## src/rtl/acc_issue_ctrl.sv

```systemverilog
// Issue/writeback stage: owns the accumulator, issues {op, imm} to execution units
// and writes the unit result back. Optional retired-instruction counter: ACC_ISSUE_RETIRE_CNT_EN.
module acc_issue_ctrl #(
  parameter int unsigned TIMEOUT   = 8,
  parameter int unsigned DRAIN_MAX = 8,
  parameter logic [3:0]  OP_LDI    = 4'b0001
) (
  input  logic       clk,
  input  logic       rst,
  input  logic       instr_valid,
  output logic       instr_ready,
  input  logic [3:0] instr_op,
  input  logic [7:0] instr_imm,
  output logic [3:0] ctr1,
  output logic [7:0] data1,
  output logic [7:0] data2,
  input  logic [7:0] res_in,
  input  logic       res_ctr,
  output logic [7:0] acc,
  output logic       busy,
  output logic       err
`ifdef ACC_ISSUE_RETIRE_CNT_EN
  , output logic [15:0] retired
`endif
);

  typedef enum logic [1:0] {S_IDLE, S_ISSUE, S_WAIT, S_DRAIN} state_t;

  state_t      state_q;
  logic [15:0] cnt_q;
  logic [7:0]  acc_q;
  logic [7:0]  data2_q;
  logic [3:0]  ctr1_q;
  logic        err_q;
  logic        ready_q;
  logic        busy_q;

  always_ff @(posedge clk or posedge rst) begin
    if (rst) begin
      state_q <= S_IDLE;
      cnt_q   <= '0;
      acc_q   <= '0;
      data2_q <= '0;
      ctr1_q  <= '0;
      err_q   <= 1'b0;
      ready_q <= 1'b1;
      busy_q  <= 1'b0;
    end else begin
      err_q  <= 1'b0;
      ctr1_q <= '0;
      case (state_q)
        S_IDLE: begin
          if (instr_valid && ready_q) begin
            if (instr_op == OP_LDI) begin
              acc_q <= instr_imm;
            end else if (instr_op != 4'b0000) begin
              // ctr1_q doubles as the opcode latch; it is only driven during ISSUE
              ctr1_q  <= instr_op;
              data2_q <= instr_imm;
              state_q <= S_ISSUE;
              ready_q <= 1'b0;
              busy_q  <= 1'b1;
            end
          end
        end
        S_ISSUE: begin
          state_q <= S_WAIT;
          cnt_q   <= '0;
        end
        S_WAIT: begin
          if (res_ctr) begin
            acc_q   <= res_in;
            state_q <= S_DRAIN;
            cnt_q   <= '0;
          end else if (cnt_q == 16'(TIMEOUT - 1)) begin
            err_q   <= 1'b1;
            state_q <= S_IDLE;
            ready_q <= 1'b1;
            busy_q  <= 1'b0;
            cnt_q   <= '0;
          end else begin
            cnt_q <= cnt_q + 16'd1;
          end
        end
        S_DRAIN: begin
          if (!res_ctr) begin
            state_q <= S_IDLE;
            ready_q <= 1'b1;
            busy_q  <= 1'b0;
            cnt_q   <= '0;
          end else if (cnt_q == 16'(DRAIN_MAX - 1)) begin
            err_q   <= 1'b1;
            state_q <= S_IDLE;
            ready_q <= 1'b1;
            busy_q  <= 1'b0;
            cnt_q   <= '0;
          end else begin
            cnt_q <= cnt_q + 16'd1;
          end
        end
        default: begin
          state_q <= S_IDLE;
          ready_q <= 1'b1;
          busy_q  <= 1'b0;
        end
      endcase
    end
  end

  assign instr_ready = ready_q;
  assign busy        = busy_q;
  assign err         = err_q;
  assign ctr1        = ctr1_q;
  assign acc         = acc_q;
  assign data1       = acc_q;
  assign data2       = data2_q;

`ifdef ACC_ISSUE_RETIRE_CNT_EN
  logic        retire;
  logic [15:0] retired_q;

  // NOP and LDI retire on acceptance; unit ops retire on WAIT capture
  assign retire = ((state_q == S_IDLE) && instr_valid && ready_q &&
                   ((instr_op == 4'b0000) || (instr_op == OP_LDI))) ||
                  ((state_q == S_WAIT) && res_ctr);

  always_ff @(posedge clk or posedge rst) begin
    if (rst) retired_q <= '0;
    else if (retire) retired_q <= retired_q + 16'd1;
  end

  assign retired = retired_q;
`endif

endmodule

```

## config.mk

```make
export PLATFORM = sky130hd
export DESIGN_NAME = acc_issue_ctrl
export DESIGN_NICKNAME = d
export VERILOG_FILES = /design/src/rtl/acc_issue_ctrl.sv
export SDC_FILE = /design/constraint.sdc
export NUM_CORES = 1
export LEC_CHECK = 0
export CAP_MARGIN = 0
export CORE_MARGIN = 5
export CORE_UTILIZATION = 40
export CTS_CLUSTER_DIAMETER = 120
export CTS_CLUSTER_SIZE = 20
export DETAILED_ROUTE_END_ITERATION = 6
export PLACE_DENSITY = 0.68
export SLEW_MARGIN = 10
export SYNTH_ARGS = -nofsm -noshare
export SYNTH_HDL_FRONTEND = slang
export SYNTH_SLANG_ARGS = --single-unit
```

## constraint.sdc

```tcl
create_clock -name clk -period 2.5 [get_ports clk]
set_input_delay 0.625 -clock clk [delete_from_list [all_inputs] [get_ports clk]]
set_output_delay 0.625 -clock clk [all_outputs]
set_load 0.005 [all_outputs]
```

# Yosys cells after proc, flatten, opt, wreduce, memory -nomap -nowiden
# Index checks and enable logic that the tools add are counted.
# op_classes
order_cmp,0
n_eq_ne,11
addsub,1
div,0
n_bitwise,1
n_mux,37
shift,0
mul,0
reduce_logical,10
# ops
op,n
16-bit 2-to-1 mux,3
16-bit one-hot mux with 3 select lines,1
8-bit 2-to-1 mux,3
"16-bit by 1-bit adder with 16-bit output, second input constant",1
"16-bit by 3-bit equality test with 1-bit output, second input constant",1
4-bit 2-to-1 mux,4
8-bit one-hot mux with 2 select lines,1
1-bit 2-to-1 mux,15
2-bit 2-to-1 mux,6
"2-bit != test, second input constant",6
2-bit one-hot mux with 4 select lines,1
4-bit AND reduction,2
1-bit one-hot mux with 3 select lines,2
3-bit nonzero test,2
5-bit AND reduction,1
"2-bit equality test, second input constant",2
"4-bit by 1-bit equality test with 1-bit output, second input constant",1
4-bit nonzero test,1
3-bit AND reduction,1
"2-bit by 1-bit equality test with 1-bit output, second input constant",1
2-bit logical NOT,1
1-bit one-hot mux with 2 select lines,1
2-bit nonzero test,1
1-bit logical AND,1
1-bit NOT,1
# totals
input_bits,24
reg_bits,41
mem_bits_rw,0
romBits,0
latch_bits,0
mem_count,0

# Depth between registers and ports, before layout
# depth
ltp_word,5
ltp_mapped,7
ltp_nobuf,5

# Worst setup path after synthesis
# Ideal clock, no wire load.
# synth_path
kind,register -> register
startpoint,reg cnt_q[0]
endpoint,"reg busy_q, in the netlist busy"
setup_ns,0.126
slack_ns,0.781
stages_incl_launch_ff,8
required_ns,2.374
period_less_slack_ns,1.719
arrival_ns,1.592
cell_sequence,dfrtp_1 ha_1 nor4bb_1 and4_1 buf_4 buf_6 nand2_1 a311o_1
# synth_between
elab_chain_cells,4
# synth_lines
item,line_no,text
from (decl),30,logic [15:0] cnt_q;
from (signal assigned),82,cnt_q <= cnt_q + 16'd1;
from (signal assigned),98,cnt_q <= cnt_q + 16'd1;
16-bit by 3-bit equality test with 1-bit output *,"75, 91",
1-bit 2-to-1 mux *,n/a,
"1-bit 2-to-1 mux, on equally long branches",n/a,
1-bit one-hot mux with 3 select lines *,n/a,
to (signal assigned),79,busy_q <= 1'b0;
to (signal assigned),89,busy_q <= 1'b0;
to (signal assigned),95,busy_q <= 1'b0;
to (decl),36,logic busy_q;
# Every way passes the cells marked *; elsewhere a longest branch is shown, timed or not. The select of a mux whose other input is x is not followed.
# A chain may end at the register's enable or synchronous reset.

# Worst setup path after layout
# layout_path
startpoint,reg cnt_q[0]
endpoint,reg cnt_q[7]
# layout_between
elab_chain_cells,4
# layout_lines
item,line_no,text
16-bit by 1-bit adder with 16-bit output or 16-bit by 3-bit equality test with 1-bit output (tied branches),n/a,
16-bit 2-to-1 mux *,"75, 91",
"16-bit 2-to-1 mux, on equally long branches","86, 71",
16-bit one-hot mux with 3 select lines *,51,case (state_q)
# Every way passes the cells marked *; elsewhere a longest branch is shown, timed or not.

==> flow_summary.toml <==
[layout]
fin_cells = 318
antennaDiodeCount = 0
syn2layout_area_growth_pct = 30.9
fin_nets = 272
drive_above_1_share_pct = 11.3

[setup_path]
rrSetupSlack_ns = 0.53
cp_data_arrival_time_ns = 2.14
critPathMaxFanout = 10
cp-end-kind = "flip-flop"
worstSetupPathType = "flip-flop to flip-flop"
critPathLaunchType = "flip-flop"
worstPathRequired_ns = 2.68

[cts]
clock_latency_ns = 0.29
postCtsHoldBufs = 0
cts_buffers = 5
cts_buffer_depth = 2
clock-root-buffer = "clkbuf_8"
htree_levels = 2
clkSinkCount = 41
cts_tree = "built"
cts_setup_buffers = 0
ctsResizeCount = 0
cts.clk_slew.worst_paths_ns = 0.08

[timing]
fin_tns_setup_ns = 0
clock-skew-final_ns = 0.00174
min_period_ns = 1.97
fin_ws_ns = 0.534
worst_pin_slew_ns = 0.693
slew_headroom_pct = 53.6
hold_viol = 0
drv_slew = 0
fin_crit_sh_pct = 78.6
grt_setup_unrepaired = "false"
setup_viol = 0
timing.fmax_mhz = 509

[floorplan]
die_x_um = 82.7
core_mm2 = 0.00511
initial_core_util_pct = 41.4
pin_count = 55
rows = 26
fp.dieH_um = 82.7
dieArea_mm2 = 0.00683

[place]
io_buffers = 54
place_ws_ns = 0.289
dp_hpwl_mm = 3.40
gp_congestion = 0.829
place_inst = 310

[routing]
drc = 0
firstDrtPassIters = 4
ant_nets = 0
wl_per_cell_um = 14.5
vias = 1625
wl_mm = 4.62
via_per_inst = 5.11
drt-initial-drc-count = 47

[global_routing]
grt_use_total_pct = 14.0
grt_pass1_vias = 1548
antenna_found_initial = 0
grt_max_degree = 42
gr-total-overflow = 0
grt_pass1_wl_mm = 7.39

[synthesis]
ys_ff_latch = 41
ys_warn_count = 0
yosysSeqAreaShare_pct = 48.6
synth_area_leader_cell = "dfrtp_1"
synth_area_mm2 = 0.00211
netlist.area_leader.share_pct = 47.4
syn_nets = 224
synthArstFlopShare_pct = 100
syn_area_per_cell_um2 = 10.6
ys_top_cells_by_area = "dfrtp_1 47%, mux2i_1 3.8%, buf_4 3.6%"
yosys_most_used_dff = "dfrtp_1"
netlist_instances = 199
synth_edf_count = 0
ys_types = 55

[power]
p_total_mw = 2.53
ir_drop_uv = 316
p_leak_nw = 1.14
p_per_area_mw_per_mm2 = 915

[status]
status = "finished, final reports clean"

[job]
cap_violations = 0

[min_path]
hp-class = "flip-flop to flip-flop"
==> metrics by stage <==
| step | hold WS, ns | instance area [um^2] | utilization [%] |
|---|---|---|---|
| after floorplan | 0.466 | 2110 | - |
| after global placement | 0.468 | 2650 | 51.9 |
| after detailed placement | 0.485 | 2650 | 51.9 |
| after CTS | 0.503 | 2770 | 54.1 |
| after global routing | 0.518 | 2770 | 54.1 |
| final | 0.498 | 2770 | 54.1 |
==> power breakdown <==
part	switching, mW	internal [mW]	total, mW
Combinational	0.393	0.601	0.994
Clock	0.224	0.326	0.549
Sequential	0.141	0.846	0.987
==> flip-flops by register name (all words and copies together) (netlist names) <==
name         cells
instr_ready      1
err              1
ctr1             4
acc              8
data2            8
cnt_q           16
busy             1
state_q          2
==> layout make-up <==
type,instances,area [um^2]
Clock inverter,1,30.0
Tap cell,70,87.6
Sequential cell,41,1030
Multi-Input combinational cell,134,930
Clock buffer,7,86.3
Inverter,5,18.8
Fill cell,485,2340
Timing Repair Buffer,60,586
==> synth_stat cells (2+ instances only) <==
cell      n
nor3b_1   3
mux2i_1   8
o21ai_0   8
nand2_1  20
inv_1     5
xnor2_1   6
a21oi_1   2
o31ai_1   2
o22a_1    3
nand3_1   4
buf_6     3
mux2_2    5
nor3_1    6
nor2_1    7
nor2b_1   4
mux2_1    3
or2_1     2
buf_4    10
buf_2     4
o21ai_1   8
dfrtp_1  40
nor4_1    4
nand4_1   4
o21a_1    3
and2_1    5
==> path summary, 6_finish.rpt <==
check,from,end,depth (start not counted)
hold reg to reg,data2[0],data2[0],1
min in group asynchronous,rst,data2[6],3
hold / removal,data2[0],data2[0],1
setup reg to reg,cnt_q[0],cnt_q[7],6
setup / recovery,cnt_q[0],cnt_q[7],6
max in group asynchronous,rst,instr_ready,3
==> metal layers <==
layer  up-vias  GRT usage [%]  routed length [um]
met3         5           4.01                 316
met2        47           24.7                2120
met5         -              0                   0
met4         0           3.43                  45
met1       770           16.9                2140
li1        803              -                   -
==> cell usage in the layout, fill, tap and decap left out, types with 2 or more instances in the layout <==
cell type / n
mux2_2: 5
o31ai_1: 2
nand3_1: 4
nand2_1: 20
inv_1: 5
o22a_1: 3
nor2b_1: 4
o21ai_1: 8
o21a_1: 3
clkbuf_8: 6
a21oi_1: 2
o21ai_0: 8
or2_1: 2
xnor2_1: 6
buf_4: 6
nor3b_1: 3
dfrtp_1: 40
and2_1: 5
nor4_1: 4
nor2_1: 7
clkdlybuf4s50_1: 54
nand4_1: 4
mux2_1: 3
mux2i_1: 8
nor3_1: 6
==> logic make-up (layout without fill, tap and decap cells) <==
logic type	Yosys count	in the layout	share of synthesized area (%)
AOI/OAI and AO/OA	37	37	12.1
xor gates and xnor gates	7	7	2.90
adders and majority gates	1	1	0.592
buffers and inverters	24	73	7.35
DFF	41	41	48.6
muxes	16	16	8.06
and+or+nand+nor	73	73	20.4
==> critical path: stages, from the launching register on <==
cell and delay, ns:
dfrtp_1 0.40, ha_1 0.28, nor4bb_1 0.33, and4_1 0.36, buf_4 0.21, or2_1 0.18
o21ai_1 0.09
No activity file was read; power rests on OpenSTA's default activity.
